===== config.mk =====
export PLATFORM = sky130hd
export DESIGN_NAME = regfile_sequencer
export DESIGN_NICKNAME = d
export VERILOG_FILES = /design/src/rtl/regfile_sequencer.sv
export SDC_FILE = /design/constraint.sdc
export NUM_CORES = 1
export LEC_CHECK = 0
export ABC_AREA = 1
export ABC_CLOCK_PERIOD_IN_PS = 3740
export BUFFER_PORTS_ARGS = -buffer_cell sky130_fd_sc_hd__buf_4
export CAP_MARGIN = 20
export CORE_ASPECT_RATIO = 1.2
export CORE_UTILIZATION = 48
export DETAILED_ROUTE_END_ITERATION = 7
export PLACE_DENSITY = 0.82
export SETUP_SLACK_MARGIN = 0.15
export SYNTH_ARGS = -nofsm -noshare
export SYNTH_HDL_FRONTEND = slang
export SYNTH_SLANG_ARGS = --single-unit

===== constraint.sdc =====
create_clock -name clock -period 3.74 [get_ports clock]
set_clock_uncertainty 0.1 [all_clocks]
set_input_delay 0.374 -clock clock [delete_from_list [all_inputs] [get_ports clock]]
set_output_delay 0.374 -clock clock [all_outputs]
set_load 0.02 [all_outputs]

===== src/rtl/regfile_sequencer.sv =====
// regfile_sequencer: serialises read / write / clear-all requests from
// decode/execute onto the register-file strobe interface. It returns read data
// or an acknowledge over a valid/ready response channel. Only one register-file
// operation is in flight at a time, because reads and writes share rf_num1.
//
// state      | meaning
// -----------+---------------------------------------------------------------
// IDLE       | req_ready high, waiting for a request
// RD_ISSUE   | rf_get_enable high for one cycle, addresses from latched fields
// RD_CAPT    | register file presents data; it is captured at the ending edge
// WR_ISSUE   | rf_set_enable high for one cycle, rf_num1 / rf_set_val latched
// CLR_ISSUE  | rf_reset_enable high for one cycle
// RESP       | rsp_valid high; data and err held until rsp_ready
module regfile_sequencer #(
  parameter int WORD_SIZE     = 8,
  parameter int REG_ADDR_SIZE = 3,
  parameter int CNT_WIDTH     = 16
) (
  input  logic                     clock,
  input  logic                     reset_n,
  input  logic                     req_valid,
  output logic                     req_ready,
  input  logic [1:0]               req_op,
  input  logic [REG_ADDR_SIZE-1:0] req_addr_a,
  input  logic [REG_ADDR_SIZE-1:0] req_addr_b,
  input  logic [WORD_SIZE-1:0]     req_wdata,
  output logic                     rsp_valid,
  input  logic                     rsp_ready,
  output logic [WORD_SIZE-1:0]     rsp_data_a,
  output logic [WORD_SIZE-1:0]     rsp_data_b,
  output logic                     rsp_err,
  output logic [CNT_WIDTH-1:0]     txn_count,
  output logic [REG_ADDR_SIZE-1:0] rf_num1,
  output logic [REG_ADDR_SIZE-1:0] rf_num2,
  output logic [WORD_SIZE-1:0]     rf_set_val,
  output logic                     rf_get_enable,
  output logic                     rf_set_enable,
  output logic                     rf_reset_enable,
  input  logic [WORD_SIZE-1:0]     rf_out1,
  input  logic [WORD_SIZE-1:0]     rf_out2
);

  typedef enum logic [2:0] {
    S_IDLE,
    S_RD_ISSUE,
    S_RD_CAPT,
    S_WR_ISSUE,
    S_CLR_ISSUE,
    S_RESP
  } state_t;

  localparam logic [1:0] OP_READ  = 2'd0;
  localparam logic [1:0] OP_WRITE = 2'd1;
  localparam logic [1:0] OP_CLEAR = 2'd2;

  state_t                   r_state;
  logic                     r_req_ready;
  logic                     r_rsp_valid;
  logic                     r_rsp_err;
  logic [WORD_SIZE-1:0]     r_rsp_data_a;
  logic [WORD_SIZE-1:0]     r_rsp_data_b;
  logic [CNT_WIDTH-1:0]     r_txn_count;
  logic [REG_ADDR_SIZE-1:0] r_addr_a;
  logic [REG_ADDR_SIZE-1:0] r_addr_b;
  logic [WORD_SIZE-1:0]     r_wdata;
  logic                     r_get_en;
  logic                     r_set_en;
  logic                     r_clr_en;

  // Sequencer FSM. Every output is a register, so nothing on req_* or
  // rsp_ready reaches the rf_* pins combinationally. Strobes are loaded on
  // the edge that enters the issue state and self-clear one edge later.
  always_ff @(posedge clock or negedge reset_n) begin
    if (!reset_n) begin
      r_state      <= S_IDLE;
      r_req_ready  <= 1'b0;
      r_rsp_valid  <= 1'b0;
      r_rsp_err    <= 1'b0;
      r_rsp_data_a <= '0;
      r_rsp_data_b <= '0;
      r_txn_count  <= '0;
      r_addr_a     <= '0;
      r_addr_b     <= '0;
      r_wdata      <= '0;
      r_get_en     <= 1'b0;
      r_set_en     <= 1'b0;
      r_clr_en     <= 1'b0;
    end else begin
      r_get_en <= 1'b0;
      r_set_en <= 1'b0;
      r_clr_en <= 1'b0;
      case (r_state)
        S_IDLE: begin
          // req_ready rises on the first edge after reset release, so the
          // earliest accept is the edge after that.
          r_req_ready <= 1'b1;
          if (req_valid && r_req_ready) begin
            r_req_ready <= 1'b0;
            r_addr_a    <= req_addr_a;
            r_addr_b    <= req_addr_b;
            r_wdata     <= req_wdata;
            case (req_op)
              OP_READ: begin
                r_state  <= S_RD_ISSUE;
                r_get_en <= 1'b1;
              end
              OP_WRITE: begin
                r_state  <= S_WR_ISSUE;
                r_set_en <= 1'b1;
              end
              OP_CLEAR: begin
                r_state  <= S_CLR_ISSUE;
                r_clr_en <= 1'b1;
              end
              default: begin
                // Illegal op: no register-file access, answer right away.
                r_state      <= S_RESP;
                r_rsp_valid  <= 1'b1;
                r_rsp_err    <= 1'b1;
                r_rsp_data_a <= '0;
                r_rsp_data_b <= '0;
              end
            endcase
          end
        end
        S_RD_ISSUE: begin
          r_state <= S_RD_CAPT;
        end
        S_RD_CAPT: begin
          r_state      <= S_RESP;
          r_rsp_valid  <= 1'b1;
          r_rsp_err    <= 1'b0;
          r_rsp_data_a <= rf_out1;
          r_rsp_data_b <= rf_out2;
        end
        S_WR_ISSUE, S_CLR_ISSUE: begin
          r_state      <= S_RESP;
          r_rsp_valid  <= 1'b1;
          r_rsp_err    <= 1'b0;
          r_rsp_data_a <= '0;
          r_rsp_data_b <= '0;
        end
        S_RESP: begin
          if (rsp_ready) begin
            r_state      <= S_IDLE;
            r_req_ready  <= 1'b1;
            r_rsp_valid  <= 1'b0;
            r_rsp_err    <= 1'b0;
            r_rsp_data_a <= '0;
            r_rsp_data_b <= '0;
            r_txn_count  <= r_txn_count + CNT_WIDTH'(1);
          end
        end
        default: begin
          r_state     <= S_IDLE;
          r_req_ready <= 1'b0;
          r_rsp_valid <= 1'b0;
        end
      endcase
    end
  end

  assign req_ready       = r_req_ready;
  assign rsp_valid       = r_rsp_valid;
  assign rsp_err         = r_rsp_err;
  assign rsp_data_a      = r_rsp_data_a;
  assign rsp_data_b      = r_rsp_data_b;
  assign txn_count       = r_txn_count;
  assign rf_num1         = r_addr_a;
  assign rf_num2         = r_addr_b;
  assign rf_set_val      = r_wdata;
  assign rf_get_enable   = r_get_en;
  assign rf_set_enable   = r_set_en;
  assign rf_reset_enable = r_clr_en;

endmodule

==> impl_metrics.yaml, run 1 <==
logic_synthesis:
  synth_top_cells_by_count: "127 x nand2_1, 55 x dfrtp_1, 33 x inv_1, 26 x nor2_1, 25 x o21ai_0"
  netlist_top_cells_area: "dfrtp_1 55%, nand2_1 19%, o21ai_0 5.0%"
  synth_top_family_by_area: "simple AND/OR/NAND/NOR gates"
  synth_simple_gate_area_share: 0.288
  post_synth_inst_count: 308
  synthAdderAreaFrac: 0.00503
  synth_largest_area_cell: "dfrtp_1"
  ys_async_sr_fraction: 1.00
  synth.yosys.seq_area_share: 0.554
  post_synth_cell_types: 24
  multiplexer_share_of_the_synthesized_area: 0
  synth-xor-area-share: 0.0282
  syn-num-nets: 345
  synth-main-ff-cell: "dfrtp_1"
  synth-edff-count: 0
  synth.ff_latch_count: 55
  synth.yosys.warnings: 0
  synth.most_common_cell: "nand2_1"
  synth-compound-area-share: 0.0599
  syn_avg_cell_area_um2: 8.07
  synthesized_cell_area_mm2: 0.00249
  synth_top_area_frac: 0.554
run_status:
  result_of_the_run: "finished, violations left"
  failed_checks: "negative hold slack"
grt:
  grt_util_all_layers: 0.206
  grt_antenna_before_repair: 0
  grt_pass1_vias: 2033
  pin_count_of_the_biggest_net_entering_global_routing: 56
  grt_pass1_wl_um: 8470
  gr-total-overflow: 0
sta:
  final.hold.worst_slack_ps: -13.4
  hold_viol: 26
  totalNegativeSetupSlack_ps: 0
  final_slew_violations: 0
  final_min_period_over_clock_period: 0.582
  slew-limit-headroom: 0.351
  grt_setup_unrepaired: "no"
  timing_worst_slew_pin_value_ps: 970
  period_minus_slack_ps: 2180
  setup_viol_count_final: 0
  achievable-frequency_mhz: 459
place:
  gp_congestion: 0.843
  place_inst: 449
  detailed_place_hpwl_um: 3840
  portBuffers: 87
routing:
  drt-vias-per-instance: 4.81
  drtPass1Iterations: 4
  drt_iter0_drc: 93
  route.final.wire_length_um: 5230
  drt.antenna.violating_nets: 0
  detail_route.wl_per_cell_um: 11.5
  dr_total_vias: 2198
  remaining_drc_errors: 0
worst_setup_path:
  crit_type: "flip-flop to flip-flop"
  r2r_cells: 5
  ff2ff_setup_slack_ps: 1560
  worstSetupStartpointType: "flip-flop"
  critPathCaptureType: "flip-flop"
  crit_required_ps: 3840
  critical_path_arrival_ps: 2280
  path_max_fanout: 32
layout:
  n_fill_cell: 429
  layout-drive-gt1-share: 0.262
  area.growth.synth_to_final_pct: 33.4
  antennaDiodeCount: 0
  postLayoutCoreUtil: 0.671
  finish.net_count: 433
  final-instance-count-excl-fill: 457
clock_network:
  clk_path_buf_depth: 2
  holdBufCountCts: 0
  clock_tree.htree_level_count: 2
  clk-insertion-delay-late_ps: 310
  cts_repair_resize_count: 0
  cts_setup_buffers: 0
  path_clk_slew_ps: 90
  cts.sinks: 55
  tritoncts_clock_tree: "done"
  root_buffer: "clkbuf_8"
  cts_inserted_buffers: 5
floorplanning:
  num_rows: 28
  die_height_um: 80.8
  die_area_mm2: 0.00547
  dieWidth_um: 67.7
  io_pins: 88
  core_area_mm2: 0.00494
  starting_utilization_of_the_core_area: 0.503
pwr:
  max-vdd-ir-drop_v: 0.000429
  power_density_over_the_cells_mw_per_mm2: 775
  power_leakage_nw: 1.81
flow_run:
  max_capacitance_violation_count: 0
min_path:
  min_delay_path_class: "input port to asynchronous set/reset pin"
## sequential cells by signal, summed over array words and instances, names as in the netlist
name             flops
txn_count           16
rsp_valid            1
rf_set_val           8
rsp_data_a           8
rf_set_enable        1
rf_reset_enable      1
rsp_err              1
rf_num2              3
rf_get_enable        1
rsp_data_b           8
r_state              3
rf_num1              3
req_ready            1
## layer usage
metal / part of all wire / GRT usage / up-vias
li1: - / - / 1121
met1: 0.43 / 0.231 / 997
met2: 0.51 / 0.364 / 70
met3: 0.052 / 0.0534 / 10
met4: 0.017 / 0.0766 / 0
met5: 0 / 0 / -
## through the flow
step	instance area [um2]	total power [mW]	worst slack (ps)
3_5_place_dp	3180	2.12	1630
3_3_place_gp	3180	2.08	1750
6_report	3320	2.57	1560
4_1_cts	3320	2.59	1560
5_1_grt	3320	2.74	1230
2_1_floorplan	2490	1.66	2140
## critical path, stage by stage (launching register included)
cell and delay, ps:
dfrtp_1 420, inv_1 140, nand2_1 90, nor2_2 210, nand3_1 690, o21ai_0 420
## final timing paths
kind,startpoint,to
worst min register to register,rsp_data_b[2],rsp_data_b[2]
worst max-delay path,r_state[1],rf_num1[2]
max in group asynchronous,reset_n,rf_reset_enable
min in group clock,req_op[0],rf_get_enable
worst min-delay path,reset_n,rsp_data_b[5]
worst max register to register,r_state[1],rf_num1[2]
## power by group
group          internal [mW]  total (mW)  leakage [nW]  switching [mW]
Combinational          0.443        1.13          1.02           0.689
Clock                  0.267       0.464        0.0644           0.197
Sequential             0.815       0.974         0.724           0.159
## area by class of cell
class                      count  area (um2)  share of cell area
clock buffer                   5        68.8              0.0208
clock inverter                 3        67.6              0.0204
inverter                      34         128              0.0385
multi-input combinational    213         947               0.286
sequential                    55        1380               0.415
tap                           60        75.1              0.0226
timing repair buffer          87         653               0.197
## layout by cell type (no fill, tap or decap), drive strengths merged
master,netlist,final
clkinvlp,0,1
xnor2,6,6
xor2,2,2
nor3,3,3
nand4,3,3
nand3,8,8
dfrtp,55,55
nand2,130,130
a21oi,4,4
inv,34,34
nand3b,2,2
nor2,29,29
clkbuf,3,5
ha,1,1
buf,3,87
o21ai,25,25
bufinv,0,2
## cell families after synthesis
kind of cell	count (synthesis)
adders and majority gates	1
buffers and inverters	40
xor gates and xnor gates	8
and+or+nand+nor	175
DFF	55
AOI/OAI and AO/OA	29
No activity file was read; power rests on OpenSTA's default activity.
==> run 2, diff against run 1 <==
--- a/config.mk
+++ b/config.mk
@@ -6,13 +6,13 @@
 export NUM_CORES = 1
 export LEC_CHECK = 0
 export ABC_AREA = 1
-export ABC_CLOCK_PERIOD_IN_PS = 3740
+export ABC_CLOCK_PERIOD_IN_PS = 2000
 export BUFFER_PORTS_ARGS = -buffer_cell sky130_fd_sc_hd__buf_4
 export CAP_MARGIN = 20
 export CORE_ASPECT_RATIO = 1.2
-export CORE_UTILIZATION = 48
+export CORE_UTILIZATION = 45
 export DETAILED_ROUTE_END_ITERATION = 7
-export PLACE_DENSITY = 0.82
+export PLACE_DENSITY = 0.81
 export SETUP_SLACK_MARGIN = 0.15
 export SYNTH_ARGS = -nofsm -noshare
 export SYNTH_HDL_FRONTEND = slang
==> constraint.sdc (replaced) <==
create_clock -name clock -period 2 [get_ports clock]
set_clock_uncertainty 0.1 [all_clocks]
set_input_delay 0.2 -clock clock [delete_from_list [all_inputs] [get_ports clock]]
set_output_delay 0.2 -clock clock [all_outputs]
set_load 0.02 [all_outputs]
==> run 2 against run 1 <==
The flow now finishes without violations. Global-route usage shrank 0.75 points. Routed wire length rose by 3.6%. Register-to-register slack got worse by 1200 ps. Largest cell class unchanged. Utilization decreased by 0.94 points. Setup slack got worse by 1200 ps. Clock power up 57%. Critical endpoint is now rsp_data_b[0]. Critical path depth grew 2. Die area grew 6.5%. Via count is 4.7% higher. Highest routed layer unchanged. Combinational power grew 93%. Total power rose by 84%.
==> impl_metrics.yaml, run 2 (synthesized netlist as in run 1, its figures left out) <==
grt:
  grt.met2_usage: 0.341
  gr-total-overflow: 0
  pin_count_of_the_biggest_net_entering_global_routing: 56
  grt_util_all_layers: 0.198
  grt_pass1_vias: 2193
  grt_antenna_before_repair: 0
  globalRouteMet3Util: 0.0437
  groute.layer.met1.usage: 0.232
  layer_with_the_highest_usage: "met2"
  grt_pass1_wl_um: 9310
clock_network:
  clock_tree.htree_level_count: 2
  clk-insertion-delay-late_ps: 310
  path_clk_slew_ps: 100
  tritoncts_clock_tree: "done"
  clk_path_buf_depth: 2
  cts_inserted_buffers: 5
  root_buffer: "clkbuf_8"
  cts.sinks: 55
  cts_repair_resize_count: 0
routing:
  detail_route.wl_per_cell_um: 11.3
  drt-vias-per-instance: 4.79
  drtPass1Iterations: 4
  dr_total_vias: 2302
  route.final.wire_length_um: 5420
  remaining_drc_errors: 0
  drt.antenna.violating_nets: 0
  drt_iter0_drc: 113
place:
  place_inst: 454
  dpl_cell_area_mm2: 0.00320
  detailed_place_hpwl_um: 3820
  gp_congestion: 0.887
  portBuffers: 87
floorplanning:
  dieWidth_um: 69.9
  starting_utilization_of_the_core_area: 0.469
  die_height_um: 83.4
  core_area_mm2: 0.00530
  io_pins: 88
  num_rows: 29
  die_area_mm2: 0.00583
worst_setup_path:
  crit_path_end: "rsp_data_b[0]"
  worstSetupStartpointType: "flip-flop"
  critical_path_arrival_ps: 1760
  ff2ff_setup_slack_ps: 380
  crit_type: "flip-flop to flip-flop"
  path_depth: 7
  r2r_cells: 7
  regToRegEndpoint: "rsp_data_b[0]"
  timing.critical_path.buf_inv: 0
  worst_setup_path_startpoint: "r_state[2]"
  crit_required_ps: 2150
  cp_slowest_cell: "dfrtp_1"
  path_max_fanout: 17
  worstPathCellList: "nor2_1 > nand2_1 > a21oi_2 > nor2_4 > nand2_4 > nand2_1 > nand2_1"
  cpPeakStageDelay_ps: 430
  rr_startpoint: "r_state[2]"
  worst_path_dominant_cell_family: "simple AND/OR/NAND/NOR gates"
  critPathCaptureType: "flip-flop"
  cp_common_cell: "nand2_1"
pwr:
  pwr-share-seq: 0.383
  power_density_over_the_cells_mw_per_mm2: 1350
  p_switching_mw: 1.95
  max-vdd-ir-drop_v: 0.000795
  power.switching_fraction: 0.413
  power.share.clock: 0.155
  combPwrFrac: 0.462
  p_int_mw: 2.77
  p_total_mw: 4.72
  power_leakage_nw: 1.89
layout:
  postLayoutCoreUtil: 0.662
  n_fill_cell: 450
  layout-drive-gt1-share: 0.253
  finish.net_count: 455
  antennaDiodeCount: 0
  area.growth.synth_to_final_pct: 41.0
  commonest_cells_after_routing_fill_and_taps_aside: "127 x nand2_1, 90 x buf_4, 55 x dfrtp_1"
  final-instance-count-excl-fill: 481
  final_cell_area_mm2: 0.00351
  largest_reg_flops: 16
  final_common_cell: "nand2_1"
sta:
  achievable-frequency_mhz: 619
  timing_worst_slew_pin_value_ps: 670
  setup_viol_count_final: 0
  period_minus_slack_ps: 1620
  grt_setup_unrepaired: "no"
  hold_viol: 0
  final_min_period_over_clock_period: 0.808
  slew-limit-headroom: 0.553
  final_slew_violations: 0
  totalNegativeSetupSlack_ps: 0
flow_run:
  max_capacitance_violation_count: 0
min_path:
  min_delay_path_class: "input port to flip-flop"
run_status:
  result_of_the_run: "completed"
-- run 2: cell types whose count changed in the layout (fill, tap and decap cells not counted) --
cell,change
clkinvlp_4,-1
inv_6,+1
buf_4,+3
clkbuf_1,+1
dlygate4sd3_1,+19
bufinv_16,-1
-- run 2: per-layer routing --
metal	routed length, um	up-vias
li1	-	1162
met1	2280	1046
met2	2690	80
met3	295	14
met4	148	0
met5	0	-
-- run 2: worst register-to-register path: stages (launching register included) --
cell and delay, ps:
dfrtp_1 430, nor2_1 270, nand2_1 160, a21oi_2 170, nor2_4 80, nand2_4 160
nand2_1 90, nand2_1 90
-- run 2: layout make-up --
class	count	area (um2)	share of cell area
Tap cell	62	77.6	0.0221
Clock inverter	2	38.8	0.0111
Timing Repair Buffer	109	866	0.247
Inverter	34	128	0.0364
Clock buffer	6	72.6	0.0207
Sequential cell	55	1380	0.393
Multi-Input combinational cell	213	947	0.270
-- run 2: through the flow --
stage | hold slack [ps] | setup WS (ps)
2_1_floorplan | -196 | 404
6_report | 32.7 | 383
3_3_place_gp | 184 | 493
3_5_place_dp | 186 | 428
5_1_grt | 40.1 | 219
4_1_cts | 25.9 | 408
-- run 2: timing repair --
item,4_1_cts,5_1_grt
hold buffers,19,0
hold endpoints to repair,73,0
setup buffers,0,0
-- run 2: worst min-delay path by stage --
stage	startpoint	endpoint	slack [ps]	cells past startpoint
after CTS	req_wdata[5]	rf_set_val[5]	30	3
after detailed placement	reset_n	rf_num2[2]	190	1
after global placement	reset_n	rf_set_val[7]	180	1
after floorplan	reset_n	r_state[0]	-200	0
final	req_wdata[5]	rf_set_val[5]	30	3
after global routing	req_wdata[4]	rf_set_val[4]	40	3
-- run 2: power by group through the flow --
stage / Combinational (mW) / Sequential (mW) / Clock, mW
final: 2.18 / 1.81 / 0.730
after global routing: 2.39 / 1.86 / 0.799
after CTS: 2.18 / 1.81 / 0.756
after detailed placement: 2.16 / 1.83 / 0
after global placement: 2.11 / 1.82 / 0
after floorplan: 0.838 / 2.27 / 0
